<file path="config.mk">
export PLATFORM = sky130hd
export DESIGN_NAME = rom_reader
export DESIGN_NICKNAME = d
export VERILOG_FILES = /design/src/rtl/rom_reader.sv
export SDC_FILE = /design/constraint.sdc
export NUM_CORES = 1
export LEC_CHECK = 0
export CAP_MARGIN = 15
export CORE_MARGIN = 1
export CORE_UTILIZATION = 44
export DETAILED_ROUTE_END_ITERATION = 8
export PLACE_DENSITY = 0.79
export SKIP_LAST_GASP = 1
export SLEW_MARGIN = 20
export SYNTH_ARGS = -nofsm -noshare
export SYNTH_HDL_FRONTEND = slang
export SYNTH_SLANG_ARGS = --single-unit
</file>
<file path="constraint.sdc">
create_clock -name sysclk -period 1.6 [get_ports sysclk]
set_input_delay 0.32 -clock sysclk [delete_from_list [all_inputs] [get_ports sysclk]]
set_output_delay 0.32 -clock sysclk [all_outputs]
set_load 0.05 [all_outputs]
</file>
<file path="src/rtl/rom_reader.sv">
// ============================================================================
// Module   : rom_reader
// Purpose  : Streams an inclusive, wrapping address range of a combinational
//            ROM out as a valid/ready byte stream with last flag and done pulse.
//            Optional trailing mod-256 checksum byte: ROM_READER_CKSUM_EN.
// Revision : 1.0 - initial release
// ============================================================================
`default_nettype none

module rom_reader #(
    parameter int unsigned ADDR_W = 4,
    parameter int unsigned DATA_W = 8,
    parameter int unsigned DWELL  = 0
) (
    input  logic              sysclk,
    input  logic              reset,
    input  logic              start,
    input  logic [ADDR_W-1:0] first_addr,
    input  logic [ADDR_W-1:0] last_addr,
    output logic [ADDR_W-1:0] rom_addr,
    input  logic [DATA_W-1:0] rom_data,
    output logic [DATA_W-1:0] out_data,
    output logic              out_valid,
    input  logic              out_ready,
    output logic              out_last,
    output logic              busy,
    output logic              done
);

    localparam logic [7:0]        C_DWELL_CNT = 8'(DWELL);
    localparam logic [ADDR_W-1:0] C_ADDR_ONE  = ADDR_W'(1);

    typedef enum logic [2:0] {
        S_IDLE    = 3'd0,
        S_SETTLE  = 3'd1,
        S_PRESENT = 3'd2,
`ifdef ROM_READER_CKSUM_EN
        S_CKSUM   = 3'd3,
`endif
        S_DONE    = 3'd4
    } state_t;

    state_t            state_q, state_d;
    logic [ADDR_W-1:0] rom_addr_q, rom_addr_d;
    logic [ADDR_W-1:0] last_q, last_d;
    logic [7:0]        dwell_cnt_q, dwell_cnt_d;
    logic [DATA_W-1:0] out_data_q, out_data_d;
    logic              out_valid_q, out_valid_d;
    logic              out_last_q, out_last_d;
    logic              w_accept;
    logic              w_at_last;

`ifdef ROM_READER_CKSUM_EN
    logic [7:0]        cksum_q, cksum_d;
    logic [7:0]        w_cksum_next;
`endif

    assign w_accept  = out_valid_q && out_ready;
    assign w_at_last = (rom_addr_q == last_q);

`ifdef ROM_READER_CKSUM_EN
    // Running sum including the byte being accepted this cycle.
    assign w_cksum_next = cksum_q + 8'(out_data_q);
`endif

    always_ff @(posedge sysclk) begin
        if (reset) begin
            state_q     <= S_IDLE;
            rom_addr_q  <= '0;
            last_q      <= '0;
            dwell_cnt_q <= '0;
            out_data_q  <= '0;
            out_valid_q <= 1'b0;
            out_last_q  <= 1'b0;
`ifdef ROM_READER_CKSUM_EN
            cksum_q     <= '0;
`endif
        end else begin
            state_q     <= state_d;
            rom_addr_q  <= rom_addr_d;
            last_q      <= last_d;
            dwell_cnt_q <= dwell_cnt_d;
            out_data_q  <= out_data_d;
            out_valid_q <= out_valid_d;
            out_last_q  <= out_last_d;
`ifdef ROM_READER_CKSUM_EN
            cksum_q     <= cksum_d;
`endif
        end
    end

    always_comb begin
        state_d     = state_q;
        rom_addr_d  = rom_addr_q;
        last_d      = last_q;
        dwell_cnt_d = dwell_cnt_q;
        out_data_d  = out_data_q;
        out_valid_d = out_valid_q;
        out_last_d  = out_last_q;
`ifdef ROM_READER_CKSUM_EN
        cksum_d     = cksum_q;
`endif

        case (state_q)
            S_IDLE: begin
                if (start) begin
                    last_d      = last_addr;
                    rom_addr_d  = first_addr;
                    dwell_cnt_d = '0;
`ifdef ROM_READER_CKSUM_EN
                    cksum_d     = '0;
`endif
                    state_d     = S_SETTLE;
                end
            end

            S_SETTLE: begin
                if (dwell_cnt_q == C_DWELL_CNT) begin
                    out_data_d  = rom_data;
                    out_valid_d = 1'b1;
`ifdef ROM_READER_CKSUM_EN
                    // The checksum byte carries the last flag instead.
                    out_last_d  = 1'b0;
`else
                    out_last_d  = w_at_last;
`endif
                    state_d     = S_PRESENT;
                end else begin
                    dwell_cnt_d = dwell_cnt_q + 8'd1;
                end
            end

            S_PRESENT: begin
                if (w_accept) begin
                    out_valid_d = 1'b0;
`ifdef ROM_READER_CKSUM_EN
                    cksum_d     = w_cksum_next;
`endif
                    if (w_at_last) begin
`ifdef ROM_READER_CKSUM_EN
                        out_data_d  = DATA_W'(w_cksum_next);
                        out_valid_d = 1'b1;
                        out_last_d  = 1'b1;
                        state_d     = S_CKSUM;
`else
                        state_d     = S_DONE;
`endif
                    end else begin
                        // Natural overflow gives the wrap from the top entry to 0.
                        rom_addr_d  = rom_addr_q + C_ADDR_ONE;
                        dwell_cnt_d = '0;
                        state_d     = S_SETTLE;
                    end
                end
            end

`ifdef ROM_READER_CKSUM_EN
            S_CKSUM: begin
                if (w_accept) begin
                    out_valid_d = 1'b0;
                    state_d     = S_DONE;
                end
            end
`endif

            S_DONE: begin
                state_d = S_IDLE;
            end

            default: begin
                state_d = S_IDLE;
            end
        endcase
    end

    assign rom_addr  = rom_addr_q;
    assign out_data  = out_data_q;
    assign out_valid = out_valid_q;
    assign out_last  = out_last_q;
    assign busy      = (state_q != S_IDLE);
    assign done      = (state_q == S_DONE);

endmodule

`default_nettype wire

</file>
== After elaboration in Yosys (flattened, before gate mapping) ==
Cells that the tools add are included.
Operators by class
  shift-type cells: 0
  multiplexer cells: 17
  div/mod/pow operators: 0
  bitwise gates (word level): 0
  order comparisons: 0
  equal/unequal tests: 9
  $mul: 0
  $add $sub $neg: 2
  reductions and logical operators: 13
Operators with widths (number)
  $mux 8: 4
  $pmux 8 s3: 1
  $mux 3: 4
  $mux 4: 3
  $ne 2x2->1 const B: 5
  $pmux 3 s3: 1
  $add 8x1->8 const B: 1
  $logic_not 8->1: 1
  $pmux 4 s2: 1
  $reduce_and 3->1: 2
  $reduce_bool 3->1: 2
  $reduce_and 5->1: 1
  $add 4x1->4 const B: 1
  $eq 4x4->1: 1
  $reduce_and 2->1: 2
  $reduce_and 4->1: 1
  $reduce_bool 2->1: 2
  $eq 3x1->1 const B: 1
  $eq 3x2->1 const B: 1
  $eq 3x3->1 const B: 1
  $logic_not 3->1: 1
  $mux 1: 2
  $pmux 1 s2: 1
  $logic_and 1x1->1: 1
Word-level totals
  latch bits: 0
  bits of input ports: 20
  flip-flop bits (word level): 29
  bits in writable memories: 0
  memories kept: 0
  memory bits (read-only): 0
  logic and storage cells: 48

== Logic depth before layout (Yosys ltp) ==
  depth after elaboration: 4
  depth in mapped cells: 7

== Worst setup path before layout ==
No wires, ideal clock.
  kind: register to output
  from: reg state_q[2]
  to: out done
  required time: 1.280 ns
  path slack: -0.390 ns
  data arrival time: 1.670 ns
  cell stages (with the launch flop): 2
  path through: dfxtp_1 -> nor3b_1
On the way
  longest elaborated chain between the ends: 1
Ends and longest elaborated chain
  start: declaration: line 43  | state_t state_q, state_d;
  start signal: assignment: line 79  | state_q <= state_d;
  $eq 3x3->1: line 181  | assign done = (state_q == S_DONE);
  end: declaration: line 27  | output logic done
No other way between the ends.

== Final worst setup path ==
  from: reg state_q[0]
  to: out busy
On the way
  longest elaborated chain between the ends: 1
Ends and longest elaborated chain
  $reduce_bool 3->1: line 180  | assign busy = (state_q != S_IDLE);
  end: declaration: line 26  | output logic busy,
No other way between the ends.

==> impl_metrics.ini <==
[outcome]
run_status = completed

[flow_run]
max_cap_viol = 0

[worst_setup_path]
cp_cell_sequence = buf_4 > nor3_2 > inv_1 > buf_12
crit_start = state_q[0]
critPathBufInv = 3
reg2reg_from = state_q[0]
criticalPathCategory = flip-flop to primary output
setup.worst_path.start_class = flip-flop
cp.depth = 4
cpLargestDelayFamily = flip-flops
crit_slowest_cell = dfxtp_4
worst_reg_to_reg_cells = 4
cp-endpoint = busy
arrival_ns = 1.27
ff2ff_setup_slack_ns = 0.02
critical_path.reg2reg.endpoint = dwell_cnt_q[1]
cp_data_required_time_ns = 1.28
worst_setup_path_end_kind = primary output
worst-path-max-fanout = 8
cp_slowest_stage_delay_ns = 0.39

[yosys]
synth_area_um2 = 1510
synth_compound_gate_area_share_pct = 15.2
syn_area_per_cell_um2 = 9.94
yosys_most_used_dff = dfxtp_1
synthXorXnorAreaFrac_pct = 2.32
synth.mux.area_fraction_pct = 13.9
yosysWarnings = 0
ys_async_sr_fraction_pct = 0
number_of_storage_elements_in_the_synthesis_netlist = 29
synth-seq-area-share_pct = 38.4
synth-adder-area-share_pct = 2.49
number_of_distinct_library_cells_after_synthesis = 40
synthDominantCellAreaShare_pct = 38.4
synth_cells = 152
synthMostInstantiatedCell = dfxtp_1
synth_nets = 175
synthTopCellsByArea = dfxtp_1 38%, mux2i_1 12%, nor2_1 5.2%
synth_top_family_by_area = simple AND/OR/NAND/NOR gates
number_of_synthesized_flops_with_an_enable_pin = 0
synth_simple_gate_area_share_pct = 23.6
post_synth_most_frequent_cells = 29 x dfxtp_1, 21 x nor2_1, 18 x mux2i_1
post-synth-top-area-cell = dfxtp_1

[timing]
finalCriticalPeriod_ns = 1.59
final_max_slew_violation_count = 0
max_clock_freq_mhz = 630
total_negative_setup_slacks_ns = 0
finalHoldViolCount = 0
fraction_of_the_cycle_the_final_worst_path_needs_pct = 99.2
timing.clock.skew_ns = 0.0132
maxSlewHeadroom_pct = 76.6
tightestPinTransition_ns = 0.349
final_number_of_setup_violating_endpoints = 0
unrepaired_setup_endpoints_after_global_routing = yes

[floorplan]
top_level_ports = 36
design.core.area_um2 = 3150
fp.dieW_um = 60.6
initial_core_util_pct = 47.9
fp.dieArea_um2 = 3670
dieHeight_um = 60.6
rows = 20

[clock_tree]
worstSkewPairLatency_ns = 0.34
tritoncts = yes
clkTransAtPathRegs_ns = 0.11
numCtsBuffers = 5
ctsHtreeMaxLevel = 2
clock-root-buffer = clkbuf_4
clock_sink_count = 29
maximum_clock_insertion_buffer_count = 2

[final_layout]
seqCellArea_um2 = 609
nets = 233
diodes = 0
multi_input_comb_area_um2 = 937
area_growth_syn_to_layout_pct = 49.1
final_cell_area_um2 = 2250
drive_gt1_share_pct = 39.8
finalCoreUtilization_pct = 71.4
fill_cells = 223

[route]
drt_iter0_drc = 50
vias = 1366
detail-route-antenna-nets = 0
post-route-drc-count = 0
routed_wire_length_per_instance_um = 15.2
via_per_inst = 5.36
routed_wirelength_um = 3880
dr.pass1.iters = 4

[pwr]
power_density_nw_per_um2 = 1210
ir_drop_uv = 778
p_leak_nw = 0.994

[grt]
grt_start_max_net_pins = 17
global_route.overflow_total = 0
first_pass_grt_wire_length_um = 5970
groute.usage.overall_pct = 23.0
antenna_found_initial = 0
grt_pass1_vias = 1337

[placement]
gp_routability_congestion = 0.830
dpl-instance-area_um2 = 2070
place.detailed.hpwl_um = 2830
numPortBuffers = 35

[worst_hold_path]
min-delay-path-class = input pin to flip-flop
## worst min path at each step
| stage | from | endpoint | slack [ns] | depth (start not counted) |
|---|---|---|---|---|
| after global placement | dwell_cnt_q[7] | dwell_cnt_q[7] | 0.48 | 1 |
| after floorplan | dwell_cnt_q[7] | dwell_cnt_q[7] | 0.45 | 1 |
| after global routing | start | rom_addr[2] | 0.55 | 4 |
| after detailed placement | dwell_cnt_q[7] | dwell_cnt_q[7] | 0.49 | 1 |
| final | start | rom_addr[2] | 0.50 | 4 |
| after CTS | dwell_cnt_q[7] | dwell_cnt_q[7] | 0.51 | 1 |
## power by group
part / total [W] / internal [W] / switching [W]
Combinational: 0.00119 / 0.000557 / 0.000628
Clock: 0.000622 / 0.000332 / 0.000290
Sequential: 0.000906 / 0.000810 / 0.0000963
Total: 0.00271 / 0.00170 / 0.00102
## kinds of logic (layout without fill, tap and decap cells)
kind of cell	after synthesis	count (layout)
flops	29	29
xor+xnor	4	4
buf+inv	12	71
compound gates	27	27
simple gates	57	57
fa+ha+maj	3	3
mux	20	20
## cell type report
cell class	instances	share of cell area [%]
multi-input cells	111	41.6
flip-flops and latches	29	27.1
repair buffers	58	24.4
well taps	44	2.44
clock inverters	3	2.00
clock buffers	5	1.67
inverters	5	0.833
## timing repair
action,in CTS,in global routing
resized for setup,3,23
gates cloned,0,1
pin swaps,0,7
setup endpoints to repair,12,19
hold buffers,0,0
buffers inserted,0,1
## registers in the layout, indices dropped and copies added, names as in the netlist
name	cells
out_valid	1
out_data	8
dwell_cnt_q	8
rom_addr	4
out_last	1
state_q	3
last_q	4
## through the flow
step                      power, W  worst slack [ns]  std cells  hold WS (ns)
final                      0.00271            0.0122        255         0.499
after global routing       0.00282           -0.0446        255         0.553
after CTS                  0.00265         -0.000674        254         0.508
after detailed placement   0.00202            -0.259        246         0.488
after global placement     0.00198            -0.202        246         0.477
after floorplan            0.00160           -0.0268        152         0.452
## routing by layer
layer	wire, um	track usage [%]	part of all wire, %	up-vias
li1	-	-	-	662
met1	1600	25.3	41	652
met2	2050	40.3	53	46
met3	176	7.25	4.5	6
met4	53	11.0	1.4	0
met5	0	0	0	-
## worst min-delay path, stage by stage
cell	delay (ns)
dlymetal6s2s_1	0.14
nand2_1	0.13
a221oi_1	0.09
o32ai_1	0.11
## layout by cell type, fill, tap and decap left out, types with 2 or more instances in the layout
cell type,n
nor3_1,3
a221oi_1,2
a311oi_1,4
nor2_1,21
clkbuf_4,5
o32ai_1,2
a311oi_2,2
nor2b_1,2
o21ai_0,2
clkdlybuf4s50_1,17
and3_1,3
buf_4,32
inv_1,4
dfxtp_1,18
dlymetal6s2s_1,2
nand2b_1,6
mux2_4,2
a21oi_1,6
dfxtp_4,6
nand3_1,3
a41oi_1,2
nor3b_2,2
xor2_2,3
mux2i_1,18
nor4b_4,2
ha_1,2
dfxtp_2,5
nand2_1,6
buf_6,3
buf_12,4
No activity file was read; power rests on OpenSTA's default activity.
